File: config.mk
export PLATFORM = sky130hd
export DESIGN_NAME = rf_wr_arbiter
export DESIGN_NICKNAME = d
export VERILOG_FILES = /design/src/rtl/rf_wr_arbiter.sv
export SDC_FILE = /design/constraint.sdc
export NUM_CORES = 1
export LEC_CHECK = 0
export ABC_AREA = 1
export BUFFER_PORTS_ARGS = -buffer_cell sky130_fd_sc_hd__buf_4
export CAP_MARGIN = 20
export CORE_MARGIN = 8
export CORE_UTILIZATION = 47
export DETAILED_ROUTE_END_ITERATION = 12
export PLACE_DENSITY = 0.82
export RECOVER_POWER = 50
export SLEW_MARGIN = 0
export SYNTH_ARGS = -nofsm -noshare
export SYNTH_HDL_FRONTEND = slang
export SYNTH_SLANG_ARGS = --single-unit
File: constraint.sdc
create_clock -name clk -period 1.85 [get_ports clk]
set_input_delay 0.185 -clock clk [delete_from_list [all_inputs] [get_ports clk]]
set_output_delay 0.185 -clock clk [all_outputs]
set_load 0.005 [all_outputs]
File: src/rtl/rf_wr_arbiter.sv
// Two-requester round-robin write arbiter feeding a register file through one registered write port.
// Define RF_INIT_SEQ_EN to add a power-up sequence that writes every register before arbitration starts.
module rf_wr_arbiter #(
  parameter int DATA_WIDTH = 8,
  parameter int ADDR_WIDTH = 3
) (
  input  logic                  clk,
  input  logic                  rst,
  input  logic                  a_valid,
  input  logic [ADDR_WIDTH-1:0] a_addr,
  input  logic [DATA_WIDTH-1:0] a_data,
  input  logic                  b_valid,
  input  logic [ADDR_WIDTH-1:0] b_addr,
  input  logic [DATA_WIDTH-1:0] b_data,
  output logic                  a_ready,
  output logic                  b_ready,
  output logic                  wr_en,
  output logic [ADDR_WIDTH-1:0] w_addr,
  output logic [DATA_WIDTH-1:0] w_data,
  output logic                  init_busy
);

  logic                  r_last_b;
  logic                  r_vld_p1;
  logic [ADDR_WIDTH-1:0] r_addr_p1;
  logic [DATA_WIDTH-1:0] r_data_p1;
  logic                  w_in_arb;
  logic                  w_a_gnt;
  logic                  w_b_gnt;
  logic                  w_vld_p0;
  logic [ADDR_WIDTH-1:0] w_addr_p0;
  logic [DATA_WIDTH-1:0] w_data_p0;

`ifdef RF_INIT_SEQ_EN
  typedef enum logic {S_INIT, S_ARB} state_t;

  state_t                r_state;
  logic [ADDR_WIDTH-1:0] r_init_cnt;

  function automatic logic [DATA_WIDTH-1:0] init_data(input logic [ADDR_WIDTH-1:0] addr);
    return (32'(addr) == 32'd6) ? {DATA_WIDTH{1'b1}} : {DATA_WIDTH{1'b0}};
  endfunction

  assign w_in_arb  = (r_state == S_ARB);
  assign init_busy = (r_state == S_INIT);
`else
  assign w_in_arb  = 1'b1;
  assign init_busy = 1'b0;
`endif

  // Tie goes to whichever requester did not win the previous transfer
  assign w_a_gnt = w_in_arb & a_valid & (~b_valid | r_last_b);
  assign w_b_gnt = w_in_arb & b_valid & (~a_valid | ~r_last_b);
  assign a_ready = w_a_gnt;
  assign b_ready = w_b_gnt;

  always_comb begin
    w_vld_p0  = w_a_gnt | w_b_gnt;
    w_addr_p0 = r_addr_p1;
    w_data_p0 = r_data_p1;
    if (w_a_gnt) begin
      w_addr_p0 = a_addr;
      w_data_p0 = a_data;
    end else if (w_b_gnt) begin
      w_addr_p0 = b_addr;
      w_data_p0 = b_data;
    end
`ifdef RF_INIT_SEQ_EN
    if (r_state == S_INIT) begin
      w_vld_p0  = 1'b1;
      w_addr_p0 = r_init_cnt;
      w_data_p0 = init_data(r_init_cnt);
    end
`endif
  end

  // p0 -> p1: registered write port; address/data hold whenever no write is issued
  always_ff @(posedge clk) begin
    if (rst) begin
      r_vld_p1  <= 1'b0;
      r_addr_p1 <= '0;
      r_data_p1 <= '0;
      r_last_b  <= 1'b1;
`ifdef RF_INIT_SEQ_EN
      r_state    <= S_INIT;
      r_init_cnt <= '0;
`endif
    end else begin
      r_vld_p1  <= w_vld_p0;
      r_addr_p1 <= w_addr_p0;
      r_data_p1 <= w_data_p0;
      if (w_a_gnt | w_b_gnt)
        r_last_b <= w_b_gnt;
`ifdef RF_INIT_SEQ_EN
      if (r_state == S_INIT) begin
        r_init_cnt <= r_init_cnt + 1'b1;
        if (r_init_cnt == {ADDR_WIDTH{1'b1}})
          r_state <= S_ARB;
      end
`endif
    end
  end

  assign wr_en  = r_vld_p1;
  assign w_addr = r_addr_p1;
  assign w_data = r_data_p1;

endmodule

== Yosys cells after proc, flatten, opt, wreduce, memory -nomap -nowiden ==
Index checks and enable logic that the tools add are counted.
Storage, ports and cells
  word-level logic and storage cells: 17
  input bits: 26
  bits in registers: 13
  output and inout port bits: 15
Cells by class
  reductions and logical operators: 1
  mux-type cells: 4
  bitwise operators: 8
Operator list (number)
  $mux 8: 2
  $mux 3: 2
  $not 1->1: 3
  $or 1x1->1: 3
  $and 1x1->1: 2
  $reduce_bool 2->1: 1

== Depth between registers and ports, before layout ==
Gate-level depths: netlist (run 1).
  depth after elaboration: 5
  depth in mapped cells: 7
  depth with buffers taken out: 7

== Least setup slack after synthesis (run 1) ==
OpenSTA, ideal clock, no wires.
  kind: register to register
  start point: register r_last_b
  end point: register r_addr_p1[1] (netlist: w_addr[1])
  setup slack: 913 ps
  stages on the path, launching flop included: 7
  buffers on the path: 1
  clock period less this slack: 937 ps
  arrival time: 797 ps
  setup time: 140 ps
  data required time: 1710 ps
  cell sequence: dfxtp_1 inv_1 nand2_1 buf_6 nand3_1 nand2_1 a21oi_2
On the way
  longest elaborated chain between the ends: 4
  elaborated cells between the ends (all ways): 7
  those cells by class: mux: 1; bitwise: 5; reduce/logical: 1
Ends and longest elaborated chain
  from (decl): RTL line 23  | logic r_last_b;
  from (signal assigned): RTL line 93  | r_last_b <= w_b_gnt;
  $not 1->1: RTL line 53  | assign w_b_gnt = w_in_arb & b_valid & (~a_valid | ~r_last_b);
  $or 1x1->1: RTL line 53
  $and 1x1->1: RTL line 53
  $reduce_bool 2->1 (no source line)
  to (signal assigned): RTL line 90  | r_addr_p1 <= w_addr_p0;
  to (decl): RTL line 25  | logic [ADDR_WIDTH-1:0] r_addr_p1;
Several ways; a longest one is shown, not always the timed one.
A chain may end at the register's enable or synchronous reset.

== Worst setup path after layout (run 1) ==
  start point: register r_last_b
  end point: output port a_ready
On the way
  longest elaborated chain between the ends: 2
Ends and longest elaborated chain
  $or 1x1->1: RTL line 52  | assign w_a_gnt = w_in_arb & a_valid & (~b_valid | r_last_b);
  $and 1x1->1: RTL line 52
  to (decl): RTL line 15  | output logic a_ready,
Every way passes these cells.

==> results by group, run 1 <==
Floorplanning
  • Core area: 1670 sq um
  • Die area: 3280 sq um
  • Number of cell rows: 15
  • Die Span Y: 57.3 um
  • Io pins: 41
  • Die X: 57.3 um
  • Initial core utilization: 47.9%

Routing
  • Antenna Violating Nets Remaining: 0
  • Iter 0 DRT Violations: 27
  • DRC: 0
  • Final WL: 2180 um
  • DR pass1 iterations: 4
  • Drt via density: 5.21
  • Total number of vias: 860
  • Routed len/inst: 13.2 um

Yosys
  • Syn Area/Cell: 6.96 sq um
  • Share of the synthesized area in the top cell type: 32.5%
  • Flops & latches, synth: 13
  • Cell taking the most area after synthesis: dfxtp_1
  • YS warnings: 0
  • Post-synth cell types: 17
  • Gate Count Post-Synth: 115
  • Syn_nets: 141
  • Register area share after synthesis: 32.5%
  • Syn Std Cell Area: 801 sq um
  • Top post-synthesis cells by area: dfxtp_1 (33%), nand2_1 (13%), nand3_1 (13%)

Clock network
  • CTS tree: built
  • Max Root-Sink Buffers: 2
  • Root Buffer: clkbuf_4
  • H-tree levels: 1
  • Clock Sinks: 13
  • Clk slew on worst S/H paths: 0.07 ns
  • Post-cts resize count: 0
  • Post-CTS Setup Inserts: 0
  • Post-CTS Hold Fix Bufs: 0
  • CTS buffer count: 3
  • Clk Latency, worst-skew pair: 0.27 ns

Setup path
  • Buf+Inv Stages, Crit Path: 3
  • Worst path max stage delay: 0.37 ns
  • Worst Setup SP: r_last_b$_SDFFE_PP1P_
  • Critical Path Source Type: register
  • Slack of the worst reg-to-reg path: 0.65 ns
  • R2R Path Start: r_last_b$_SDFFE_PP1P_
  • Worst flop-to-flop path endpoint: w_data[6]$_SDFFE_PP0P_
  • Critical Path Sink: a_ready
  • Required time worst endpoint: 1.66 ns
  • Worst Reg-to-Reg Cells: 7
  • Setup crit end kind: primary output
  • Worst EP arrival: 1.34 ns
  • Slowest CP cell: dfxtp_1
  • Delay-heaviest family, CP: simple AND/OR/NAND/NOR gates
  • Crit Path Category: reg -> out
  • Worst-path maximum fanout: 12
  • Crit path cell chain: inv_1 > nand2_1 > nand2_1 > inv_1 > buf_4
  • Crit. path cell count: 5

Run status
  • Run status: completed

Timing
  • FMAX: 0.656 GHz
  • Final hold vios: 0
  • Setup_tns: 0 ns
  • Unrepaired setup endpoints after global routing: no
  • Fin crit share: 82.4%
  • Fin crit period: 1.52 ns
  • # setup viols final: 0
  • Post-route clock skew: 0.00112 ns
  • Max Transition Viols Final: 0

Place
  • Port bufs: 39
  • GPL Wtd Cong: 0.858
  • Dpl hpwl: 1760 um
  • Placed instance area: 1040 sq um

Power and ir drop
  • Power per cell area: 644 nW/um^2
  • Peak supply drop: 0.246 mV
  • Leakage power: 0.578 nW
  • PnR Total Power: 0.684 mW

Hold path
  • Tightest Hold Check Type: in -> reg

Layout
  • Synth-to-Final Area Change: 32.7%
  • Most frequent cells in the layout: nand2_1 (28), buf_4 (28), nand3_1 (21), inv_1 (16), clkbuf_4 (14)
  • Ant diodes: 0
  • Post-route cell area: 1060 sq um
  • Share of post-route cells with drive strength above 1: 36.5%
  • Fin nets: 175

Global route
  • First-pass GRT wire length: 3640 um
  • GRT Overall Usage: 13.6%
  • Vias in the first global route: 840
  • Largest net degree at the start of global routing: 23
  • Initial antenna violation count: 0
  • Overflow after GRT: 0

Run
  • MaxCap Viol Count: 0
==> worst min path at each step <==
| stage | start | to | slack (ns) | cells after the start |
|---|---|---|---|---|
| finish | rst | w_data[3]$_SDFFE_PP0P_ | 0.17 | 2 |
| detailed placement | rst | w_data[3]$_SDFFE_PP0P_ | 0.47 | 2 |
| floorplan | rst | r_last_b$_SDFFE_PP1P_ | 0.33 | 2 |
| global placement | b_data[6] | w_data[6]$_SDFFE_PP0P_ | 0.46 | 5 |
| global route | rst | w_data[0]$_SDFFE_PP0P_ | 0.18 | 2 |
| CTS | rst | w_data[3]$_SDFFE_PP0P_ | 0.17 | 2 |
==> per-stage QoR <==
step / utilization [%] / hold WS, ns / setup slack, ns / std cells
floorplan: - / 0.331 / 0.913 / 115
global placement: 62.0 / 0.461 / 0.661 / 161
detailed placement: 62.0 / 0.466 / 0.622 / 161
CTS: 63.6 / 0.171 / 0.311 / 165
global route: 63.6 / 0.182 / 0.209 / 165
finish: 63.6 / 0.174 / 0.326 / 165
==> cells by family after synthesis <==
logic type | after synthesis | synth area share, %
compound gates | 11 | 10.9
buf+inv | 27 | 17.8
simple gates | 63 | 38.3
other cells | 1 | 0.468
flops | 13 | 32.5
==> sequential cells by signal, indices dropped and copies added, names as in the netlist <==
name and flops:
w_addr 3, w_data 8, wr_en 1, r_last_b 1
==> per-layer routing <==
layer / share of wire, % / routed length (um) / vias up / GRT usage [%]
met5: 0 / 0 / - / 0
met4: 2.7 / 59 / 0 / 8.57
met1: 42 / 915 / 383 / 15.6
met2: 50 / 1090 / 28 / 22.5
li1: - / - / 443 / -
met3: 5.7 / 124 / 6 / 2.47
==> report_power, final <==
group	total, mW	internal, mW	switching (mW)	leakage, nW
registers	0.318	0.304	0.0142	0.109
logic	0.193	0.0968	0.0964	0.454
clock network	0.172	0.0836	0.0884	0.0150
total	0.684	0.485	0.199	0.578
==> cells in the mapped netlist <==
| library cell | instances |
|---|---|
| a21oi_1 | 2 |
| a21oi_2 | 8 |
| buf_2 | 3 |
| buf_4 | 2 |
| buf_6 | 4 |
| clkbuf_1 | 1 |
| conb_1 | 1 |
| dfxtp_1 | 13 |
| inv_1 | 16 |
| inv_2 | 1 |
| nand2_1 | 28 |
| nand2_2 | 1 |
| nand2_4 | 1 |
| nand3_1 | 21 |
| nand3_2 | 1 |
| nand4_1 | 11 |
| o211ai_1 | 1 |
==> worst register-to-register path, delay by kind of cell (launching register included) <==
| kind | cells | cell delay [ns] |
|---|---|---|
| simple gates | 6 | 0.66 |
| buf+inv | 1 | 0.07 |
| flops | 1 | 0.37 |
==> final cells by class <==
class                           instances  area, sq um
Multi-Input combinational cell         75          398
Timing Repair Buffer                   39          293
Sequential cell                        13          260
Inverter                               17         63.8
Tap cell                               17         21.3
Clock buffer                            4         26.3
Fill cell                             156          608
No activity file was read; power rests on OpenSTA's default activity.
==> run 2, diff against run 1 <==
- ABC_AREA: 1 -> 0
- CORE_UTILIZATION: 47 -> 38
- PLACE_DENSITY: 0.82 -> 0.73
- clock period: 1.85 -> 1.3 ns (I/O delays scaled with it)
==> results by group, run 2 <==
Run status
  • Run status: completed

Routing
  • Antenna Violating Nets Remaining: 0 (unchanged)
  • Final WL: 2090 um (-4.3%)
  • DRC: 0 (unchanged)
  • Routed len/inst: 14.1 um (+6.7%)
  • Total number of vias: 749 (-13%)
  • Drt via density: 5.06 (-2.9%)
  • DR pass1 iterations: 4 (unchanged)
  • Iter 0 DRT Violations: 12 (-56%)

Yosys
  • Synth top cells by count: dfxtp_1 (13), nor2_1 (12)
  • Cell taking the most area after synthesis: dfxtp_1
  • Flops & latches, synth: 13 (unchanged)
  • Cell with the most instances after synthesis: dfxtp_1
  • Gate Count Post-Synth: 86 (-25%)
  • YS warnings: 0 (unchanged)
  • Post-synth EDFFs: 0 (unchanged)
  • Register area share after synthesis: 36.2% (+3.7 points)
  • Top post-synthesis cells by area: dfxtp_1 (36%), o221a_1 (16%), a31oi_1 (8.7%)
  • Syn Area/Cell: 8.37 sq um (+20%)
  • Share of the synthesized area in the top cell type: 36.2% (+3.7 points)
  • Post-synth cell types: 21 (+4)
  • Primary FF master, synth: dfxtp_1
  • Post-synth ARST share: 0% (unchanged)
  • Syn Std Cell Area: 719 sq um (-10%)
  • Syn_nets: 112 (-21%)

Layout
  • Commonest non-fill, non-tap cell in the layout: buf_4
  • Share of post-route cells with drive strength above 1: 41.5% (+5.0 points)
  • Post-route cell area: 1020 sq um (-3.8%)
  • Multi-input gate area: 347 sq um (-13%)
  • Most frequent cells in the layout: buf_4 (30), clkbuf_4 (14), nor2_1 (12), dfxtp_1 (12)
  • Fillers: 179 (+15%)
  • Register area: 264 sq um (+1.4%)
  • Util after Layout: 58.6% (-5.0 points)
  • Fin cells: 148 (-10%)
  • Max reg flops: 8 (unchanged)
  • Ant diodes: 0 (unchanged)
  • Synth-to-Final Area Change: 42.1%
  • Fin nets: 150 (-14%)

Setup path
  • Critical Path Source Type: register
  • Required time worst endpoint: 1.17 ns (-0.49 ns)
  • Setup crit end kind: primary output
  • Worst-path maximum fanout: 4 (-8)
  • Worst path max stage delay: 0.36 ns (about the same)
  • Crit path cell chain: nand2b_2 > and2_2 > buf_4
  • Worst EP arrival: 1.13 ns (-0.21 ns)
  • Crit Path Category: reg -> out
  • Slowest CP cell: dfxtp_4

Floorplanning
  • Die X: 59.5 um (+3.9%)
  • Io pins: 41 (unchanged)
  • Core area: 1750 sq um (+4.5%)
  • Initial core utilization: 41.2% (-6.7 points)
  • Die Span Y: 59.5 um (+3.9%)
  • Die area: 3540 sq um (+8.0%)
  • Number of cell rows: 15 (unchanged)

Clock network
  • Clock Sinks: 13 (unchanged)
  • CTS tree: built
  • Clk slew on worst S/H paths: 0.09 ns (+0.02 ns)
  • CTS buffer count: 3 (unchanged)
  • Max Root-Sink Buffers: 2 (unchanged)
  • H-tree levels: 1 (unchanged)
  • Post-CTS Hold Fix Bufs: 0 (unchanged)
  • Clk Latency, worst-skew pair: 0.28 ns (about the same)
  • Root Buffer: clkbuf_4

Timing
  • Fin crit period: 1.26 ns
  • Max Transition Viols Final: 0 (unchanged)
  • Fin crit share: 97.2%
  • FMAX: 0.791 GHz
  • Post-route clock skew: 0.00816 ns (+0.00704 ns)
  • Final hold vios: 0 (unchanged)
  • Setup ws final: 0.0362 ns (-0.290 ns)
  • # setup viols final: 0 (unchanged)
  • Hold slack: 0.116 ns (-0.0587 ns)

Global route
  • Initial antenna violation count: 0 (unchanged)
  • Largest net degree at the start of global routing: 37 (+61%)
  • M2 GR Usage: 18.3% (-4.2 points)
  • Grt peak-use layer: met2
  • First-pass GRT wire length: 3160 um (-13%)
  • Met3 global-route usage: 3.04% (+0.57 points)
  • Met1 usage: 13.3% (-2.3 points)
  • Overflow after GRT: 0 (unchanged)
  • Vias in the first global route: 710 (-15%)
  • GRT Overall Usage: 11.5% (-2.0 points)

Power and ir drop
  • Peak supply drop: 0.550 mV (+120%)
  • Leakage power: 0.496 nW (-14%)
  • Power per cell area: 938 nW/um^2 (+46%)

Run
  • MaxCap Viol Count: 0 (unchanged)

Hold path
  • Tightest Hold Check Type: in -> reg

Place
  • DP Worst Slack: 0.214 ns (-0.408 ns)
  • Dpl hpwl: 1570 um (-11%)
  • Placed insts: 142 (-12%)
  • Placed instance area: 975 sq um (-5.9%)
  • Port bufs: 39 (unchanged)
  • GPL Wtd Cong: 0.747 (-13%)
[run 2: worst paths after layout]
kind,startpoint,to,slack [ns],cells past startpoint
setup / recovery,r_last_b$_SDFFE_PP1P_,a_ready,0.04,3
hold / removal,b_addr[2],w_addr[2]$_SDFFE_PP0P_,0.12,2
setup reg to reg,r_last_b$_SDFFE_PP1P_,w_data[6]$_SDFFE_PP0P_,0.26,3
hold reg to reg,r_last_b$_SDFFE_PP1P_,r_last_b$_SDFFE_PP1P_,0.60,3
[run 2: cell families after synthesis]
logic type	Yosys count	share of synthesized area, %
other cells	1	0.521
buf+inv	20	16.3
compound gates	32	33.0
simple gates	20	13.9
flops	13	36.2
[run 2: layer usage]
layer / up-vias / share of wire [%]
li1: 379 / -
met1: 342 / 43
met2: 26 / 47
met3: 2 / 7.9
met4: 0 / 1.3
met5: - / 0
[run 2: power by group]
| part | switching (mW) | internal, mW | total, mW |
|---|---|---|---|
| Clock | 0.135 | 0.114 | 0.249 |
| Sequential | 0.0188 | 0.432 | 0.450 |
| Combinational | 0.113 | 0.146 | 0.259 |
[run 2: worst max-delay path, delay by kind of cell, from the launching register on]
| family | cells | cell delay (ns) |
|---|---|---|
| buf+inv | 1 | 0.13 |
| flops | 1 | 0.36 |
| simple gates | 2 | 0.36 |
[run 2: repair_timing]
action | CTS | global route
buffers inserted | 0 | 2
gates resized for setup | 1 | 2
setup endpoints to repair | 2 | 2
pin swaps | 0 | 0
[run 2: area by class of cell]
cell class | instances | share of cell area [%]
clock buffer | 3 | 2.20
clock inverter | 1 | 0.490
inverter | 11 | 4.04
multi-input combinational | 53 | 33.9
sequential | 13 | 25.8
tap | 25 | 3.06
timing repair buffer | 42 | 30.5
[run 2: through the flow]
stage               setup TNS [ns]  power, mW
finish                           0      0.958
global route              -0.00148       1.02
CTS                              0      0.969
detailed placement               0      0.716
global placement                 0      0.709
floorplan                        0      0.596
